===== src/rtl/z80_bus_pkg.sv =====
// Shared types and constants for the Z80 bus responder.
//   state_t  : responder FSM states
//   cyc_t    : latched CPU cycle type
//   CNT_W    : wait-counter width
//   DI_RESET : read-data value after reset
package z80_bus_pkg;

  localparam int unsigned CNT_W    = 4;
  localparam logic [7:0]  DI_RESET = 8'hFF;

  typedef enum logic [2:0] {
    IDLE,
    REQ,
    XWAIT,
    HOLD,
    DRAIN
  } state_t;

  typedef enum logic [2:0] {
    MEM_RD,
    MEM_WR,
    IO_RD,
    IO_WR,
    IACK
  } cyc_t;

  // Classify an accepted CPU cycle; acknowledge wins, then I/O, then memory.
  function automatic cyc_t classify(input logic iack, input logic io, input logic wr);
    if (iack) begin
      return IACK;
    end else if (io) begin
      return wr ? IO_WR : IO_RD;
    end else begin
      return wr ? MEM_WR : MEM_RD;
    end
  endfunction

  function automatic logic is_write(input cyc_t c);
    return (c == MEM_WR) || (c == IO_WR);
  endfunction

  function automatic logic is_io(input cyc_t c);
    return (c == IO_RD) || (c == IO_WR) || (c == IACK);
  endfunction

endpackage


===== src/rtl/z80_bus_responder.sv =====
// Target-side Z80 bus agent: converts each CPU memory/I/O cycle into one
// request/acknowledge transaction on the backend port, stretches the CPU
// with WAIT until data is ready, and answers interrupt acknowledge locally.
// Ports:
//   CLK, nRESET               clock, asynchronous active-low reset
//   M1 MREQ IORQ RD WR RFSH   active-high CPU strobes
//   A, DO                     CPU address / write data
//   DI                        registered read data to the CPU
//   WAIT                      combinational wait request to the CPU
//   IRQ_VECTOR, INTACK        acknowledge vector / one-cycle acknowledge pulse
//   BE_*                      backend request port (registered outputs)
module z80_bus_responder
  import z80_bus_pkg::*;
#(
  parameter int unsigned EXTRA_WAIT = 0,
  parameter int unsigned IACK_WAIT  = 2
) (
  input  logic        CLK,
  input  logic        nRESET,
  input  logic        M1,
  input  logic        MREQ,
  input  logic        IORQ,
  input  logic        RD,
  input  logic        WR,
  input  logic        RFSH,
  input  logic [15:0] A,
  input  logic [7:0]  DO,
  output logic [7:0]  DI,
  output logic        WAIT,
  input  logic [7:0]  IRQ_VECTOR,
  output logic        INTACK,
  output logic        BE_REQ,
  output logic        BE_WE,
  output logic        BE_IO,
  output logic [15:0] BE_ADDR,
  output logic [7:0]  BE_WDATA,
  input  logic [7:0]  BE_RDATA,
  input  logic        BE_ACK
);

  localparam logic [CNT_W-1:0] EXTRA_CNT = CNT_W'(EXTRA_WAIT);
  localparam logic [CNT_W-1:0] IACK_CNT  = CNT_W'(IACK_WAIT);

  logic             acc_mem, acc_io, acc_iack, acc;
  state_t           state_q, state_d;
  logic [CNT_W-1:0] cnt_q, cnt_d;
  cyc_t             cyc_q, cyc_d;
  logic [7:0]       di_d;
  logic             intack_d;
  logic             be_req_d;
  logic [15:0]      addr_d;
  logic [7:0]       wdata_d;

  // Access decode; refresh cycles never qualify.
  assign acc_mem  = MREQ & ~RFSH & (RD | WR);
  assign acc_io   = IORQ & ~M1 & (RD | WR);
  assign acc_iack = IORQ & M1;
  assign acc      = acc_mem | acc_io | acc_iack;

  // WAIT must rise in the very cycle the access appears, so it is combinational.
  assign WAIT = ((state_q == IDLE) & acc)
              | (state_q == REQ)
              | ((state_q == XWAIT) & (cnt_q != '0));

  // Next-state and next-output logic.
  always_comb begin
    state_d  = state_q;
    cnt_d    = cnt_q;
    cyc_d    = cyc_q;
    di_d     = DI;
    intack_d = 1'b0;
    addr_d   = BE_ADDR;
    wdata_d  = BE_WDATA;

    case (state_q)
      IDLE: begin
        if (acc) begin
          addr_d  = A;
          wdata_d = DO;
          cyc_d   = classify(acc_iack, acc_io, WR);
          if (acc_iack) begin
            di_d     = IRQ_VECTOR;
            intack_d = 1'b1;
            cnt_d    = IACK_CNT;
            state_d  = XWAIT;
          end else begin
            state_d  = REQ;
          end
        end
      end
      REQ: begin
        // An acknowledge in the same cycle as a CPU abort still completes normally.
        if (BE_ACK) begin
          if (!is_write(cyc_q)) begin
            di_d = BE_RDATA;
          end
          cnt_d   = EXTRA_CNT;
          state_d = XWAIT;
        end else if (!acc) begin
          state_d = DRAIN;
        end
      end
      XWAIT: begin
        if (cnt_q == '0) begin
          state_d = HOLD;
        end else begin
          cnt_d = cnt_q - CNT_W'(1);
        end
      end
      HOLD: begin
        if (!acc) begin
          state_d = IDLE;
        end
      end
      DRAIN: begin
        // Aborted cycle: finish the backend handshake but discard the data.
        if (BE_ACK) begin
          state_d = IDLE;
        end
      end
      default: state_d = IDLE;
    endcase

    be_req_d = (state_d == REQ) || (state_d == DRAIN);
  end

  // State, counter and registered outputs.
  always_ff @(posedge CLK or negedge nRESET) begin
    if (!nRESET) begin
      state_q  <= IDLE;
      cnt_q    <= '0;
      cyc_q    <= MEM_RD;
      DI       <= DI_RESET;
      INTACK   <= 1'b0;
      BE_REQ   <= 1'b0;
      BE_WE    <= 1'b0;
      BE_IO    <= 1'b0;
      BE_ADDR  <= '0;
      BE_WDATA <= '0;
    end else begin
      state_q  <= state_d;
      cnt_q    <= cnt_d;
      cyc_q    <= cyc_d;
      DI       <= di_d;
      INTACK   <= intack_d;
      BE_REQ   <= be_req_d;
      BE_WE    <= is_write(cyc_d);
      BE_IO    <= is_io(cyc_d);
      BE_ADDR  <= addr_d;
      BE_WDATA <= wdata_d;
    end
  end

endmodule


===== config.mk =====
export PLATFORM = sky130hd
export DESIGN_NAME = z80_bus_responder
export DESIGN_NICKNAME = d
export VERILOG_FILES = /design/src/rtl/z80_bus_pkg.sv /design/src/rtl/z80_bus_responder.sv
export SDC_FILE = /design/constraint.sdc
export NUM_CORES = 1
export LEC_CHECK = 0
export BUFFER_PORTS_ARGS = -buffer_cell sky130_fd_sc_hd__buf_2
export CELL_PAD_IN_SITES_DETAIL_PLACEMENT = 0
export CELL_PAD_IN_SITES_GLOBAL_PLACEMENT = 1
export CORE_AREA = 2 2 80 82
export CTS_CLUSTER_DIAMETER = 150
export DETAILED_ROUTE_END_ITERATION = 8
export DIE_AREA = 0 0 82 84
export PLACE_DENSITY = 0.82
export SETUP_SLACK_MARGIN = 0.4
export SYNTH_ARGS = -nofsm -noshare
export SYNTH_HDL_FRONTEND = slang
export SYNTH_SLANG_ARGS = --single-unit

===== constraint.sdc =====
create_clock -name CLK -period 2.3 [get_ports CLK]
set_input_delay 0.46 -clock CLK [delete_from_list [all_inputs] [get_ports CLK]]
set_output_delay 0.46 -clock CLK [all_outputs]
set_load 0.02 [all_outputs]

; ---- Word-level counts from Yosys, hierarchy flattened
; Index checks and enable logic that the tools add are counted.
[totals]
n_memories = 0
mem_bits_ro = 0
ramBits = 0
register_bits = 46
inputBits = 49
word_cells = 82
latch_bits = 0
out_inout_bits = 37
[op_classes]
n_reduce_logical = 13
order_cmp = 0
n_shift = 0
eq_ne = 17
n_bitwise = 14
addsub = 1
multipliers = 0
n_mux = 27
div = 0
[ops]
columns = operator, count
row1 = $mux W8, 4
row2 = $mux W3, 9
row3 = $mux W4, 4
row4 = $pmux W8 S2, 1
row5 = $eq A3 B2 Y1 const B, 5
row6 = $pmux W3 S5, 1
row7 = $eq A3 B1 Y1 const B, 4
row8 = $pmux W4 S3, 1
row9 = $ne A2 B2 Y1 const B, 5
row10 = $reduce_and A5 Y1, 2
row11 = $eq A3 B3 Y1 const B, 3
row12 = $and A1 B1 Y1, 7
row13 = $logic_or A1 B1 Y1, 5
row14 = $mux W1, 5
row15 = $or A1 B1 Y1, 5
row16 = $logic_not A4 Y1, 1
row17 = $mux W2, 2
row18 = $reduce_bool A4 Y1, 1
row19 = $sub A4 B1 Y4 const B, 1
row20 = $logic_not A3 Y1, 1
row21 = $reduce_bool A3 Y1, 1
row22 = $not A1 Y1, 2
row23 = $reduce_and A2 Y1, 1
row24 = $reduce_bool A2 Y1, 1

; ---- Logic depth before layout (Yosys ltp)
[logic_depth]
depth_word = 10
ltp_mapped = 7
mapped_depth_nobuf = 7

; ---- Worst setup path before layout
; OpenSTA, ideal clock, no wires.
[synth_timing]
kind = input to output
start = in IORQ
end = out WAIT
t_arrival_ns = 1.418
t_required_ns = 1.840
setup_slack_ns = 0.422
n_path_buf = 1
stages = 5
path_cell_list = buf_2 -> nand2_1 -> a2bb2oi_2 -> o21bai_1 -> a21oi_1
[synth_via]
elab_chain_cells = 7
word_cells_on_any_way = 8
classes_between = bitwise: 8
[synth_lines]
columns = item, line
row1 = from (decl), z80_bus_responder.sv:22  ; input logic IORQ,
row2 = $and A1 B1 Y1 (2 in a row), z80_bus_responder.sv:56  ; assign acc_io = IORQ & ~M1 & (RD | WR);
row3 = $or A1 B1 Y1, z80_bus_responder.sv:58  ; assign acc = acc_mem | acc_io | acc_iack;
row4 = $or A1 B1 Y1 (*), z80_bus_responder.sv:58
row5 = $and A1 B1 Y1 (*), z80_bus_responder.sv:61  ; assign WAIT = ((state_q == IDLE) & acc)
row6 = $or A1 B1 Y1 (*), z80_bus_responder.sv:62  ; | (state_q == REQ)
row7 = $or A1 B1 Y1 (*), z80_bus_responder.sv:63  ; | ((state_q == XWAIT) & (cnt_q != '0));
row8 = to (decl), z80_bus_responder.sv:29  ; output logic WAIT,
; Every way passes the cells marked *; elsewhere a longest branch is shown, timed or not.

; ---- Final worst setup path
[layout_timing]
start = reg cnt_q[1]
end = out WAIT
[layout_via]
elab_chain_cells = 3
[layout_lines]
columns = item, line
row1 = from (decl), z80_bus_responder.sv:46  ; logic [CNT_W-1:0] cnt_q, cnt_d;
row2 = from (signal assigned), z80_bus_responder.sv:142  ; cnt_q <= cnt_d;
row3 = $reduce_bool A4 Y1, z80_bus_responder.sv:63
row4 = $and A1 B1 Y1, z80_bus_responder.sv:63
row5 = $or A1 B1 Y1, z80_bus_responder.sv:63
; No other way between the ends.

==> results.md <==
Yosys:
- The synthesized area is 2100 um^2.
- Synthesis produced a netlist whose cell count is 167.
- Yosys mapped the design onto 45 distinct sky130hd cell types.
- The total nets after synthesis is 218.
- The cell type contributing the most total cell area after synthesis is sky130_fd_sc_hd__dfrtp_1.
- The most used standard cell by instance count after synthesis is sky130_fd_sc_hd__dfrtp_1.
- A synthesized cell averages 12.5 um^2.
- Sequential elements use 55.4% of the synthesized area.
- Yosys attributes the largest share of cell area to sky130_fd_sc_hd__dfrtp_1 45%, sky130_fd_sc_hd__mux2_2 11%, sky130_fd_sc_hd__dfstp_2 10%.
- The post-synthesis register bit count is 46.
- Sorting the synthesized cells by how often they occur yields 38 x sky130_fd_sc_hd__dfrtp_1, 21 x sky130_fd_sc_hd__mux2_2, 13 x sky130_fd_sc_hd__nor2_1.
- After synthesis, the share of flip-flops with an asynchronous set or reset is 100%.
- The count of yosys warnings during synthesis is 0.
- The synthesized design contains 0 enable-type register cells.
- The most frequently used flop master after synthesis is sky130_fd_sc_hd__dfrtp_1.
- The share of the synthesized area in the top cell type is 45.4%.

Cells and area:
- The layout overhead on the synthesized area is 35.4%.
- In the final layout, the share of cells above drive strength 1 is 58.2%.
- The repair_antennas step left the layout with diodes totalling 0.
- The filler cell count is 592.
- The net total in the final layout is 318.

Routing:
- For this run, design rule violations remaining after detail routing come to 0.
- The via-per-instance ratio is 4.74.
- After the first detailed-routing iteration, the DRC count stood at 36.
- The antenna violation net count after detailed routing is 0.
- The first TritonRoute pass finished after 6 iterations.
- The detailed-route wire length is 4380 um.
- Summing over every cut layer, the via total after detailed routing is 1634.
- Dividing the detail-routed wire length by the instance count gives 12.7 um.

Worst setup path:
- At the worst endpoint, the required time is 1840 ps.
- The arrival time of the worst setup path is 1570 ps.
- In this run the critical register-to-register path is captured at cnt_q[1].
- The critical path start-end classification is register to output port.
- The worst register-to-register path has a depth of 7.
- The highest fanout seen on the critical path is 2.
- The startpoint of the worst setup timing path is cnt_q[1].
- The reg-to-reg setup timing slack is 340 ps.
- The nature of the critical path startpoint is a register.
- The sort of element at the end of the critical path is an output port.
- Walking the worst path, the cells encountered are inv_2 > ha_4 > or3b_4 > nand2_2 > a21oi_2 > buf_4.
- The end of the critical path is WAIT.
- For this design, the slowest cell found on the critical path is sky130_fd_sc_hd__dfrtp_1.
- In this run the critical register-to-register path is launched from cnt_q[1].
- The delay contributed by the slowest stage of the critical path is 400 ps.

Pwr:
- Sequential cells burn 37.5% of the power.
- In this run, the clock network consumes 12.6% of the power.
- The analysis attributes to cell leakage a power of 0.00136 uW.
- Summed over all nets, the switching power comes to 1490 uW.
- The power density over the cells is 1340 nW/um^2.
- Internal power comes to 2310 uW.
- The combinational group share of total power is 49.9%.
- Net switching is 39.2% of the power.
- The total power is 3800 uW.
- The peak ir drop on the vdd network is 0.000503 V.

Clocking:
- TritonCTS created 5 clock buffers.
- The clock slew at the register clock pins of the worst setup and hold paths is 90 ps.
- Hold repair after CTS inserted 0 buffers.
- TritonCTS built the clock tree.
- The maximum clock insertion buffer count is 2.
- For the worst-skew pair, the clock arrives at the later sink with an insertion delay of 300 ps.
- The root buffer cell chosen for the clock tree is sky130_fd_sc_hd__clkbuf_8.
- In this run the number of H-tree levels came out at 2.
- The clock sink count is 46.

Run:
- Across the run, the number of max-cap violations was 0.

Global route:
- The via count of the first global-routing pass is 1581.
- The number of antenna violations at the first check in global routing is 0.
- The total global routing overflow is 0.
- In the global route stage, overall resource usage came out at 12.9%.
- The first-pass GRT wire length is 6930 um.
- The maximum number of pins on one net before global-route repair is 27.

STA:
- The number of pins exceeding their max-slew limit in the final report is 0.
- The transition time at the pin with the least slew margin is 505 ps.
- The number of endpoints with negative hold slack in the final report is 0.
- Setup repair after global routing could not meet its margin everywhere.
- The post-route clock skew is 11.0 ps.
- The share of the clock period used by the worst path is 88.3%.
- The smallest clock period supported by the final layout is computed as 2030 ps.
- Setup violations remaining at the end of the flow were counted as 0.
- For the final routed database, the setup TNS stands at 0 ps.
- The relative slew slack is 66.3%.
- Derived from the worst setup path, the maximum achievable clock frequency is 0.492 GHz.

Placed design:
- The half-perimeter wire length after detailed placement is 3170 um.
- The weighted congestion at the end of routability-driven global placement is 0.794.
- Buffers placed on the I/O ports in this run total 85.

Status:
- The flow ran to the end, and the final reports show no timing, DRC or antenna violations.

Hold path:
- The type of the worst min-delay path is primary input to async pin.

Floorplan:
- In this run the core area contains 29 standard-cell rows.
- The height of the chip is 84 um.
- 86 I/O pins were placed.
- The total area inside the core boundary comes to 6100 um^2.
- The die footprint is 6890 um^2.
- The starting density of the core is 34.4%.
- The horizontal die dimension is 82 um.
[state kept, by name, indices dropped and copies added, names as in the netlist]
name,flops
cyc_q,3
DI,8
BE_WE,1
state_q,3
BE_ADDR,16
BE_REQ,1
BE_IO,1
cnt_q,4
BE_WDATA,8
INTACK,1
[through the flow]
step / setup WS [ps] / std cells / hold WS, ps / instance area [um^2] / utilization [%]
2_1_floorplan: 422 / 167 / 164 / 2100 / -
3_3_place_gp: 360 / 324 / 462 / 2620 / 42.9
3_5_place_dp: 334 / 324 / 470 / 2620 / 42.9
4_1_cts: 267 / 340 / 138 / 2800 / 45.9
5_1_grt: 223 / 345 / 150 / 2840 / 46.6
6_report: 268 / 345 / 125 / 2840 / 46.6
[power groups by stage]
stage | Combinational [uW] | Sequential (uW) | Clock [uW]
after global routing | 2060 | 1480 | 542
after detailed placement | 1720 | 1460 | 0
final | 1890 | 1420 | 479
after global placement | 1690 | 1450 | 0
after floorplan | 831 | 1810 | 0
after CTS | 1840 | 1440 | 511
[critical path: cells and delay by family, from the launching register on]
family	cells	cell delay (ps)
buffers and inverters	2	240
AND/OR/NAND/NOR	2	460
flip-flops	1	400
AO/OA/AOI/OAI	1	50
adder cells (fa/ha/maj)	1	130
[layout make-up]
class / count / area (um^2) / area share, %
well taps: 77 / 96.3 / 3.40
clock inverters: 2 / 13.8 / 0.485
flip-flops and latches: 46 / 1160 / 41.0
repair buffers: 101 / 558 / 19.7
multi-input cells: 109 / 917 / 32.3
clock buffers: 6 / 72.6 / 2.56
inverters: 4 / 15.0 / 0.529
[cell usage in the layout, fill, tap and decap left out, types with 2 or more instances in the layout]
| master | netlist | routed |
|---|---|---|
| sky130_fd_sc_hd__mux2_1 | 4 | 4 |
| sky130_fd_sc_hd__dfrtp_1 | 38 | 35 |
| sky130_fd_sc_hd__mux2_2 | 21 | 21 |
| sky130_fd_sc_hd__nor3_1 | 2 | 2 |
| sky130_fd_sc_hd__a22o_1 | 2 | 2 |
| sky130_fd_sc_hd__buf_2 | 4 | 84 |
| sky130_fd_sc_hd__nor2b_1 | 4 | 4 |
| sky130_fd_sc_hd__o21ai_0 | 4 | 4 |
| sky130_fd_sc_hd__nor2_1 | 13 | 13 |
| sky130_fd_sc_hd__buf_4 | 1 | 15 |
| sky130_fd_sc_hd__o21ba_1 | 2 | 2 |
| sky130_fd_sc_hd__o21ai_1 | 3 | 3 |
| sky130_fd_sc_hd__mux2i_1 | 10 | 10 |
| sky130_fd_sc_hd__dfrtp_2 | 0 | 3 |
| sky130_fd_sc_hd__nand2_2 | 1 | 2 |
| sky130_fd_sc_hd__a21oi_1 | 9 | 8 |
| sky130_fd_sc_hd__dfstp_2 | 8 | 8 |
| sky130_fd_sc_hd__or3_1 | 2 | 2 |
| sky130_fd_sc_hd__inv_2 | 1 | 3 |
| sky130_fd_sc_hd__clkbuf_8 | 0 | 5 |
| sky130_fd_sc_hd__nand2_1 | 4 | 3 |
| sky130_fd_sc_hd__nand2b_1 | 3 | 3 |
[layer usage]
layer / vias to the layer above / wire, um / GRT usage (%)
met3: 4 / 359 / 3.03
met2: 63 / 2160 / 21.5
met1: 768 / 1830 / 16.3
met5: - / 0 / 0
li1: 799 / - / -
met4: 0 / 31 / 3.79
[cells by family after synthesis]
family | Yosys count | share of synthesized area (%)
buffers and inverters | 12 | 2.75
flip-flops | 46 | 55.4
AO/OA/AOI/OAI | 32 | 10.8
multiplexers | 35 | 18.2
adder cells (fa/ha/maj) | 2 | 1.19
AND/OR/NAND/NOR | 40 | 11.6
[worst min-delay path by stage]
stage / from / endpoint / slack [ps] / depth (start not counted)
3_3_place_gp: nRESET / cyc_q[2] / 460 / 1
2_1_floorplan: nRESET / BE_ADDR[0] / 160 / 0
3_5_place_dp: nRESET / BE_WE / 470 / 1
4_1_cts: nRESET / BE_WDATA[4] / 140 / 1
5_1_grt: nRESET / cnt_q[2] / 150 / 1
6_report: nRESET / cnt_q[0] / 120 / 1
[repair_timing]
item	4_1_cts	5_1_grt
cloned	0	0
buffers inserted	8	5
setup endpoints to repair	10	6
pin swaps	1	0
resized for setup	11	2
Power figures use the tool's default switching activity.
